===== config.mk =====
export PLATFORM = sky130hd
export DESIGN_NAME = seq_multiplier_64bit_flat
export DESIGN_NICKNAME = d
export VERILOG_FILES = /design/src/rtl/seq_multiplier_64bit_if.sv /design/src/rtl/seq_multiplier_64bit.sv /design/src/flat_wrapper.sv
export SDC_FILE = /design/constraint.sdc
export NUM_CORES = 1
export LEC_CHECK = 0
export ABC_AREA = 0
export BUFFER_PORTS_ARGS = -buffer_cell sky130_fd_sc_hd__buf_2
export CELL_PAD_IN_SITES_DETAIL_PLACEMENT = 1
export CELL_PAD_IN_SITES_GLOBAL_PLACEMENT = 1
export CORE_ASPECT_RATIO = 2
export CORE_MARGIN = 1
export CORE_UTILIZATION = 43
export DETAILED_ROUTE_END_ITERATION = 6
export PLACE_DENSITY_LB_ADDON = 0.1
export SLEW_MARGIN = 30
export SYNTH_ARGS = -nofsm -noshare
export SYNTH_HDL_FRONTEND = slang
export SYNTH_SLANG_ARGS = --single-unit

===== constraint.sdc =====
create_clock -name clk -period 6.3 [get_ports clk]
set_clock_uncertainty 0.2 [all_clocks]
set_input_delay 0.315 -clock clk [delete_from_list [all_inputs] [get_ports clk]]
set_output_delay 0.315 -clock clk [all_outputs]
set_load 0.02 [all_outputs]

===== src/rtl/seq_multiplier_64bit_if.sv =====
// Handshake and result bundle for the 64x64 sequential multiplier.
interface seq_multiplier_64bit_if;
    logic        start;
    logic [63:0] a;
    logic [63:0] b;
    logic        ready;
    logic        busy;
    logic        done;
    logic [63:0] prod_hi;
    logic [63:0] prod_lo;

    modport master (
        output start, a, b,
        input  ready, busy, done, prod_hi, prod_lo
    );

    modport slave (
        input  start, a, b,
        output ready, busy, done, prod_hi, prod_lo
    );
endinterface


===== src/rtl/seq_multiplier_64bit.sv =====
// Unsigned 64x64->128 shift-and-add multiplier, one add per clock.
// Optional MULT_ZERO_BYPASS_EN: zero operands finish in one cycle.
module seq_multiplier_64bit (
    input  logic                   clk,
    input  logic                   reset,
    seq_multiplier_64bit_if.slave  mif
);
    typedef enum logic [1:0] {
        IDLE = 2'd0,
        RUN  = 2'd1,
        DONE = 2'd2
    } state_e;

    state_e      state_q, state_d;
    logic [63:0] mcand_q, mcand_d;
    logic [63:0] acc_q,   acc_d;
    logic [63:0] mplr_q,  mplr_d;
    logic [6:0]  cnt_q,   cnt_d;

    logic [63:0] addend;
    logic [63:0] sum;
    logic        co;
    logic        accept;

    assign addend    = mplr_q[0] ? mcand_q : 64'd0;
    assign {co, sum} = {1'b0, acc_q} + {1'b0, addend};
    assign accept    = mif.ready & mif.start;

    always_ff @(posedge clk) begin
        if (reset) begin
            state_q <= IDLE;
            mcand_q <= '0;
            acc_q   <= '0;
            mplr_q  <= '0;
            cnt_q   <= '0;
        end else begin
            state_q <= state_d;
            mcand_q <= mcand_d;
            acc_q   <= acc_d;
            mplr_q  <= mplr_d;
            cnt_q   <= cnt_d;
        end
    end

    always_comb begin
        state_d = state_q;
        mcand_d = mcand_q;
        acc_d   = acc_q;
        mplr_d  = mplr_q;
        cnt_d   = cnt_q;
        unique case (state_q)
            IDLE, DONE: begin
                if (state_q == DONE) begin
                    state_d = IDLE;
                end
                if (accept) begin
                    mcand_d = mif.a;
                    acc_d   = '0;
                    mplr_d  = mif.b;
                    cnt_d   = '0;
                    state_d = RUN;
`ifdef MULT_ZERO_BYPASS_EN
                    if (mif.a == 64'd0 || mif.b == 64'd0) begin
                        mplr_d  = '0;
                        state_d = DONE;
                    end
`endif
                end
            end
            RUN: begin
                // 129-bit right shift of {co,sum,mplr}
                acc_d  = {co, sum[63:1]};
                mplr_d = {sum[0], mplr_q[63:1]};
                cnt_d  = cnt_q + 7'd1;
                if (cnt_q == 7'd63) begin
                    state_d = DONE;
                end
            end
            default: begin
                state_d = IDLE;
            end
        endcase
    end

    assign mif.ready   = (state_q == IDLE) || (state_q == DONE);
    assign mif.busy    = (state_q == RUN);
    assign mif.done    = (state_q == DONE);
    assign mif.prod_hi = acc_q;
    assign mif.prod_lo = mplr_q;
endmodule


===== src/flat_wrapper.sv =====
// flat-port wrapper written by rule: the top's interface ports become plain ports
module seq_multiplier_64bit_flat 
  (clk, reset, mif_start, mif_a, mif_b, mif_ready, mif_busy, mif_done, mif_prod_hi, mif_prod_lo);
  seq_multiplier_64bit_if mif_i ();
  input  logic clk;
  input  logic reset;
  input wire logic [$bits(mif_i.start)-1:0] mif_start;
  input wire logic [$bits(mif_i.a)-1:0] mif_a;
  input wire logic [$bits(mif_i.b)-1:0] mif_b;
  output wire logic [$bits(mif_i.ready)-1:0] mif_ready;
  output wire logic [$bits(mif_i.busy)-1:0] mif_busy;
  output wire logic [$bits(mif_i.done)-1:0] mif_done;
  output wire logic [$bits(mif_i.prod_hi)-1:0] mif_prod_hi;
  output wire logic [$bits(mif_i.prod_lo)-1:0] mif_prod_lo;
  assign mif_i.start = mif_start;
  assign mif_i.a = mif_a;
  assign mif_i.b = mif_b;
  assign mif_ready = mif_i.ready;
  assign mif_busy = mif_i.busy;
  assign mif_done = mif_i.done;
  assign mif_prod_hi = mif_i.prod_hi;
  assign mif_prod_lo = mif_i.prod_lo;
  seq_multiplier_64bit u_core (.clk(clk), .reset(reset), .mif(mif_i));
endmodule

==> metrics, run 1 <==
status finished clean; Die X 116 µm; Syn Nets 1,631; drt pass-1 iters 4; pre-CTS setup slack 2070 ps; count of input and output buffers 261; share of layout cells above drive strength 1 18.4%; period utilization 66.8%; TritonCTS clock tree built; Rel. slew slack 43.2%; clock slew seen by the registers of the worst setup and hold paths 60 ps; clock root buffer clkbuf_16; area delta synth->final 30.8%; initial antenna violation count 2; Sink Count 201; Critical-path top delay cell dfxtp_1; CTS buffer count 21; most common library cell in the layout ignoring fill and taps nand2_1; buffer depth of the longest clock path 3; final worst slack 2090 ps; largest net degree at the start of global routing 95; WL per Instance 19.6 µm; GPL Wtd Cong 0.989; WP data required 6480 ps; max cap viols 0; Post-Syn Area 11,100 µm²; Worst path max stage delay 460 ps; Final Max Slew Viols 0; Buf+Inv Stages, Crit Path 1; first-pass GRT wire length 66,100 µm; core area 25,500 µm²; Post-synth top flop dfxtp_1; WP data arrival 4390 ps; final core utilization 57.0%; leakage power 6.38 nW; kind of start point of the critical path register; HPWL Detailed 28,300 µm; setup_tns 0 ps; final setup violation count 0; postcts setup bufs 0; min-delay worst type in2reg; Syn Inst Count 1,434; RSZ-0062 raised after global routing false; Most common cell on crit path o21ai_1; Worst path depth 13; CP Max Fanout 33; PwrDens 214 nW/µm²; Slew @ Worst Pin 853 ps; Crit. End Element register; clock latency on the worst-skew pair 520 ps; R2R cell count 13; # IOs 262; initial core utilization 43.6%; Tmin final 4210 ps; gr ovfl total 0; vias in the first global route 13,221; syn avg cell area 7.77 µm²; Filler cells 3,221; CTS H-tree depth 1; critical-path cell list buf_4 -> nand2_1 -> fa_1 -> nor2b_1 -> o2111ai_1 -> a21o_1 -> a311o_1 -> a21oi_1 -> o21ai_1 -> o41ai_4 -> a41oi_1 -> xor2_1 -> o21ai_1; Setup CP Type reg2reg; ys async rst share 0%; # nets final 1,961; synth warn 0; std cell rows 83; synth unique cells 72; hold depth 4; Total Wirelength 41,600 µm; # DRC 0; die extent in y 230 µm; gr usage total 31.5%; vias per cell 5.63; VDD IR max 0.224 mV; final hold violations 0; initial drt markers 466; sequential area share after synthesis 36.1%; Top delay family on crit path compound AO/OA/AOI/OAI gates; post-route ant nets 0; number of flops mapped to enable cells by yosys 0; Seq cells post-synth 201; DIE AREA 26,600 µm²; Via Count 11,931; Max Freq 237 MHz; most frequent cells in the layout nand2_1, buf_2, a21oi_1
==> report_power, final <==
| group | total [W] | leakage [nW] | switching [W] | internal, W |
|---|---|---|---|---|
| registers | 0.00137 | 1.64 | 0.0000434 | 0.00133 |
| logic | 0.000426 | 4.40 | 0.000254 | 0.000172 |
| clock network | 0.00132 | 0.341 | 0.000543 | 0.000774 |
==> cell families after synthesis <==
family	Yosys count	share of synthesized area [%]
flops	201	36.1
fa+ha+maj	66	7.48
compound gates	476	26.1
mux	3	0.270
simple gates	523	21.3
xor+xnor	54	4.24
buf+inv	111	4.49
==> worst paths after layout <==
path	startpoint	slack, ps	end
setup / recovery	u_core.mif.prod_lo[0]	2090	u_core.mif.prod_hi[59]
hold / removal	mif_start	120	u_core.mcand_q[31]
setup reg to reg	u_core.mif.prod_lo[0]	2090	u_core.mif.prod_hi[59]
hold reg to reg	u_core.mcand_q[59]	250	u_core.mcand_q[59]
==> registers in the layout (all words and copies together), names as in the netlist <==
signal and count:
u_core.cnt_q 7, u_core.mcand_q 64, u_core.mif.prod_lo 64, u_core.mif.prod_hi 64, u_core.state_q 2
==> per-layer routing <==
| layer | share of wire, % | wire length (µm) | global-route usage (%) |
|---|---|---|---|
| met4 | 6.4 | 2660 | 20.0 |
| met3 | 3.6 | 1500 | 4.97 |
| met1 | 34 | 14000 | 28.1 |
| met2 | 57 | 23500 | 62.3 |
| met5 | 0 | 0 | 0 |
==> area by class of cell <==
cell class | instances | area, µm² | share of cell area [%]
well taps | 340 | 425 | 2.92
diodes | 2 | 5.00 | 0.0343
multi-input cells | 1122 | 6650 | 45.6
repair buffers | 400 | 2700 | 18.5
inverters | 18 | 67.6 | 0.464
flip-flops and latches | 201 | 4020 | 27.6
clock buffers | 29 | 586 | 4.02
clock inverters | 8 | 120 | 0.824
==> timing repair <==
action / CTS / global route
gates resized for setup: 0 / 0
hold buffers: 128 / 0
hold endpoints to repair: 128 / 0
==> cell usage after synthesis (5+ instances only) <==
library cell,number,share of area [%]
a21boi_0,5,0.34
a21o_1,25,1.7
a21oi_1,217,9.7
a22oi_1,65,4.4
a31oi_1,7,0.39
and2_1,66,3.7
and3_1,8,0.45
buf_1,5,0.17
clkbuf_1,77,2.6
dfxtp_1,201,36
ha_1,65,7.3
inv_1,17,0.57
nand2_1,311,10
nand2b_1,8,0.45
nand3_1,18,0.81
nand4_1,24,1.3
nor2_1,42,1.4
nor2b_1,10,0.56
nor3_1,11,0.49
nor4_1,5,0.28
o211ai_1,6,0.40
o21a_1,5,0.34
o21ai_0,85,3.8
o21ai_1,5,0.22
o21bai_1,10,0.67
o31ai_1,9,0.61
or3_1,7,0.39
xnor2_1,26,2.0
xor2_1,28,2.2
==> metrics by stage <==
step	instance area (µm²)	instances	hold slack, ps	power [W]
after global routing	14600	2120	123	0.00322
after detailed placement	12600	1953	242	0.00175
after global placement	12500	1952	239	0.00174
final	14600	2120	124	0.00311
after floorplan	11100	1434	232	0.00161
after CTS	14600	2118	106	0.00313
==> tightest hold or removal path: cells and delay by family <==
family          cells  cell delay [ps]
compound gates      1               50
buf+inv             1              110
simple gates        2              300
(Power assumes the default switching activity.)
==> run 2, diff against run 1 <==
CORE_UTILIZATION = 39   (was 43)
clock period = 4.25 ns   (was 6.3 ns; I/O delays follow)
==> run 2 against run 1 <==
Net effect:
- fmax up 6.2%
- clock power rose by 44%
- first-iteration DRC count fell by 31%
- final cell count grew 1.2%
- combinational power up 46%
- via count is 0.68% lower
- critical path type unchanged
==> metrics, run 2 (synthesis results as in run 1) <==
final std cells w/o fill 2,146 (+1.2%); die extent in y 241 µm (+5.0%); status finished clean; ANT cells 0 (-2); post-route ant nets 0 (unchanged); gr usage total 27.5% (-4.0 points); min-delay worst type in2reg; WP data required 4480 ps (-2000 ps); hold worst-path end u_core.mif.prod_lo[60]; final setup violation count 0 (unchanged); final hold violations 0 (unchanged); metal2 WL 23,500 µm (-0.23%); leakage power 6.42 nW (+0.61%); initial antenna violation count 0 (-2); kind of start point of the critical path register; reg2reg end u_core.mif.prod_hi[63]; CP Max Fanout 65 (+97%); period utilization 93.3% (+26 points); Max Freq 252 MHz (+6.2%); final core utilization 52.2% (-4.9 points); first-pass GRT wire length 63,300 µm (-4.2%); # nets final 1,973 (+0.61%); max cap viols 0 (unchanged); std cell rows 87 (+4.8%); met1 WL 13,800 µm (-1.4%); drt pass-1 iters 4 (unchanged); Seq. cell area 4020 µm² (unchanged); clock root buffer clkbuf_16; largest net degree at the start of global routing 77 (-19%); CTS H-tree depth 1 (unchanged); # IOs 262 (unchanged); Via Count 11,850 (-0.68%); clock latency on the worst-skew pair 520 ps (about the same); share of layout cells above drive strength 1 18.9% (+0.55 points); clock slew seen by the registers of the worst setup and hold paths 70 ps (about the same); WL per Instance 19.0 µm (-3.4%); PwrDens 311 nW/µm² (+46%); # DRC 0 (unchanged); Slew @ Worst Pin 914 ps (+61.4 ps); setup_tns 0 ps (unchanged); Die X 122 µm (+4.9%); RSZ-0062 raised after global routing false; vias per cell 5.52 (-1.9%); Final Max Slew Viols 0 (unchanged); Rel. slew slack 38.8% (-4.3 points); Total Wirelength 40,700 µm (-2.2%); HPWL Detailed 28,700 µm (+1.5%); TritonCTS clock tree built; VDD IR max 0.287 mV (+28%); Tmin final 3970 ps (-244 ps); Worst Hold Launch reset; multi-input logic area 6650 µm² (about the same); Inst Count DP 1,980 (+1.4%); vias in the first global route 12,607 (-4.6%); Setup CP Type reg2reg; count of input and output buffers 261 (unchanged); Sink Count 201 (unchanged); CTS buffer count 22 (+4.8%); area delta synth->final 31.5%; R2R cell count 12 (-1); Worst R2R Setup Slack 280 ps (-1810 ps); final worst slack 284 ps (-1810 ps); DIE AREA 29,300 µm² (+10%); met3 WL 1490 µm (-0.86%); R2R Path Start u_core.mif.prod_lo[0]; pre-CTS setup slack 298 ps (-1770 ps); postcts setup bufs 0 (unchanged); GPL Wtd Cong 0.923 (-6.7%); initial core utilization 39.7% (-3.9 points); # resized after CTS 0 (unchanged); Crit. End Element register; top sig layer met4; most frequent cells in the layout nand2_1, buf_2, a21oi_1; WP data arrival 4200 ps (-190 ps); total power 0.00456 W (+46%); Hold Buf Count CTS 128 (unchanged); gr ovfl total 0 (unchanged); most common library cell in the layout ignoring fill and taps nand2_1; hold depth 2 (-2); initial drt markers 322 (-31%); core area 28,100 µm² (+9.9%); Filler cells 3,529 (+9.6%); buffer depth of the longest clock path 3 (unchanged)
==> run 2: changes by cell type in the layout (fill, tap and decap cells not counted), sizes merged <==
cell | before | now
buf | 272 | 283
bufinv | 3 | 1
clkinvlp | 2 | 4
clkinv | 3 | 4
diode | 2 | 0
==> run 2: routing by layer <==
layer	vias to the layer above	track usage (%)
met5	-	0
met4	0	14.3
met3	101	3.97
met2	269	56.6
met1	5748	24.8
li1	5732	-
==> run 2: worst max-delay path by stage <==
stage	from	to	slack (ps)	cells past startpoint
4_1_cts	u_core.mif.prod_lo[0]	u_core.mif.prod_hi[63]	250	12
3_3_place_gp	u_core.mif.prod_lo[0]	u_core.mif.prod_hi[42]	400	13
3_5_place_dp	u_core.mif.prod_lo[0]	u_core.mif.prod_hi[63]	300	12
6_report	u_core.mif.prod_lo[0]	u_core.mif.prod_hi[63]	280	12
2_1_floorplan	u_core.mif.prod_lo[0]	u_core.mif.prod_hi[59]	590	15
5_1_grt	u_core.mif.prod_lo[0]	u_core.mif.prod_hi[59]	100	13
==> run 2: area by class of cell <==
type / instances / area share (%)
Multi-Input combinational cell: 1122 / 45.4
Sequential cell: 201 / 27.5
Timing Repair Buffer: 411 / 18.9
Clock buffer: 29 / 4.22
Tap cell: 356 / 3.04
Clock inverter: 9 / 0.572
Inverter: 18 / 0.461
==> run 2: where the power goes <==
part	leakage, nW	switching, W	total, W	internal, W
clock network	0.333	0.000819	0.00190	0.00109
logic	4.45	0.000368	0.000622	0.000254
registers	1.64	0.0000635	0.00203	0.00197
total	6.42	0.00125	0.00456	0.00331
==> run 2: through the flow <==
stage	hold WS, ps	instance area (µm²)
floorplan	148	11100
global placement	239	12700
detailed placement	246	12700
CTS	28.4	14700
global route	65.4	14700
finish	32.1	14700
==> run 2: critical path, stage by stage, from the launching register on <==
cell and delay (ps):
dfxtp_1 380, buf_12 270, nand2_1 140, fa_1 450, nor2b_1 180, o2111ai_1 190
a21o_1 250, a311o_1 420, a21oi_1 270, o21ai_1 200, o41ai_4 410, a41oi_1 220
o31ai_1 290
==> run 3, diff against run 2 <==
CORE_ASPECT_RATIO = 0.6   (was 2)
==> run 3 against run 2 <==
Net effect:
- the flow now finishes with violations (DRC)
- register-to-register slack got worse by 30 ps
- critical path depth rose by 1
- sequential power barely moved
- fmax fell by 0.81%
- final cell count rose by 0.28%
- critical path type unchanged
- largest power group unchanged
==> metrics, run 3 (synthesis results as in run 1) <==
status complete, but fails checks; failing checks DRC; initial drt markers 875 (+170%); RSZ-0062 raised after global routing false; largest net degree at the start of global routing 73 (-5.2%); gr usage total 28.3% (+0.85 points); Die X 220 µm (+81%); vias per cell 5.53 (+0.18%); final hold violations 0 (unchanged); VDD IR max 0.259 mV (-9.9%); clock root buffer clkbuf_16; Buf+Inv Stages, Crit Path 1 (unchanged); die extent in y 133 µm (-45%); CP Max Fanout 36 (-45%); Total Wirelength 42,100 µm (+3.4%); Via Count 11,904 (+0.46%); Final Max Slew Viols 0 (unchanged); min-delay worst type in2reg; postcts setup bufs 0 (unchanged); WP data required 4460 ps (-20 ps); WL per Instance 19.6 µm (+3.1%); # resized after CTS 0 (unchanged); hold_ws 38.1 ps (+5.98 ps); leakage power 6.40 nW (-0.33%); period utilization 94.1% (+0.76 points); Setup CP Type reg2reg; DIE AREA 29,300 µm² (about the same); # nets final 1,965 (-0.41%); TritonCTS clock tree built; drt pass-1 iters 7 (+3); kind of start point of the critical path register; GPL Wtd Cong 0.909 (-1.4%); Top delay family on crit path compound AO/OA/AOI/OAI gates; gr ovfl total 0 (unchanged); post-route ant nets 0 (unchanged); clock slew seen by the registers of the worst setup and hold paths 70 ps (about the same); Critical-path top delay cell o31ai_1; # DRC 17 (+17); max cap viols 0 (unchanged); total power 0.00460 W (+0.80%); Crit. End Element register; WP data arrival 4210 ps (about the same); Worst R2R Setup Slack 250 ps (-30 ps); initial antenna violation count 3 (+3); PwrDens 315 nW/µm² (+1.1%); CTS buffer count 22 (unchanged); Sink Count 201 (unchanged); critical-path cell list buf_12 -> and2_1 -> ha_1 -> and2_4 -> and3_1 -> o2111ai_2 -> a21oi_1 -> a311oi_2 -> o31ai_1 -> a21oi_1 -> nor2_1 -> o21ai_0 -> a32o_1; area delta synth->final 31.1%; count of input and output buffers 261 (unchanged); final core utilization 52.5% (+0.36 points); initial core utilization 40.1% (+0.38 points); CTS H-tree depth 1 (unchanged); vias in the first global route 11,855 (-6.0%); buffer depth of the longest clock path 3 (unchanged); most frequent cells in the layout nand2_1, buf_2, a21oi_1; Slew @ Worst Pin 856 ps (-57.8 ps); Rel. slew slack 42.9% (+4.1 points); most common library cell in the layout ignoring fill and taps nand2_1; Tmin final 4000 ps (+32.5 ps); setup_tns 0 ps (unchanged); std cell rows 47 (-46%); clock latency on the worst-skew pair 540 ps (+20 ps); HPWL Detailed 29,000 µm (+1.0%); first-pass GRT wire length 66,100 µm (+4.4%); share of layout cells above drive strength 1 18.6% (-0.36 points); Max Freq 250 MHz (-0.81%); Hold Buf Count CTS 128 (unchanged); Most common cell on crit path a21oi_1; # IOs 262 (unchanged); final setup violation count 0 (unchanged); Worst path max stage delay 690 ps (+240 ps); core area 27,800 µm² (-0.96%)
[run 3: path summary, 6_finish.rpt]
path	start	to	cells after the start
max	u_core.mif.prod_lo[0]	u_core.mif.prod_hi[30]	13
max reg2reg	u_core.mif.prod_lo[0]	u_core.mif.prod_hi[30]	13
min	reset	u_core.mif.prod_lo[59]	2
min reg2reg	u_core.mcand_q[60]	u_core.mcand_q[60]	2
[run 3: cell type report]
class | instances | area, µm²
multi-input combinational | 1122 | 6650
fill | 3407 | 13200
antenna | 3 | 7.51
clock buffer | 31 | 624
sequential | 201 | 4030
tap | 367 | 459
clock inverter | 7 | 75.1
timing repair buffer | 403 | 2710
inverter | 18 | 67.6
[run 3: worst reg2reg max path: stages (launching register included)]
cell	delay [ps]
dfxtp_2	340
buf_12	160
and2_1	180
ha_1	400
and2_4	190
and3_1	170
o2111ai_2	140
a21oi_1	220
a311oi_2	80
o31ai_1	690
a21oi_1	280
nor2_1	400
o21ai_0	140
a32o_1	280
[run 3: report_power, final]
part           total, W  switching [W]  internal, W
combinational  0.000633       0.000379     0.000253
clock           0.00193       0.000842      0.00109
sequential      0.00204      0.0000649      0.00197
total           0.00460        0.00129      0.00331
[run 3: per-stage QoR]
stage,worst slack [ps],cell area [µm²],instances
after detailed placement,363,12600,1983
after global placement,481,12600,1983
after CTS,303,14600,2149
after global routing,84.7,14600,2151
final,251,14600,2152
after floorplan,592,11100,1434
[run 3: routing by layer]
layer	wire length, µm	share of wire [%]	GRT usage (%)
met5	0	0	0
met4	883	2.1	7.51
met3	2380	5.6	4.90
met2	17500	42	40.2
met1	21300	51	43.2
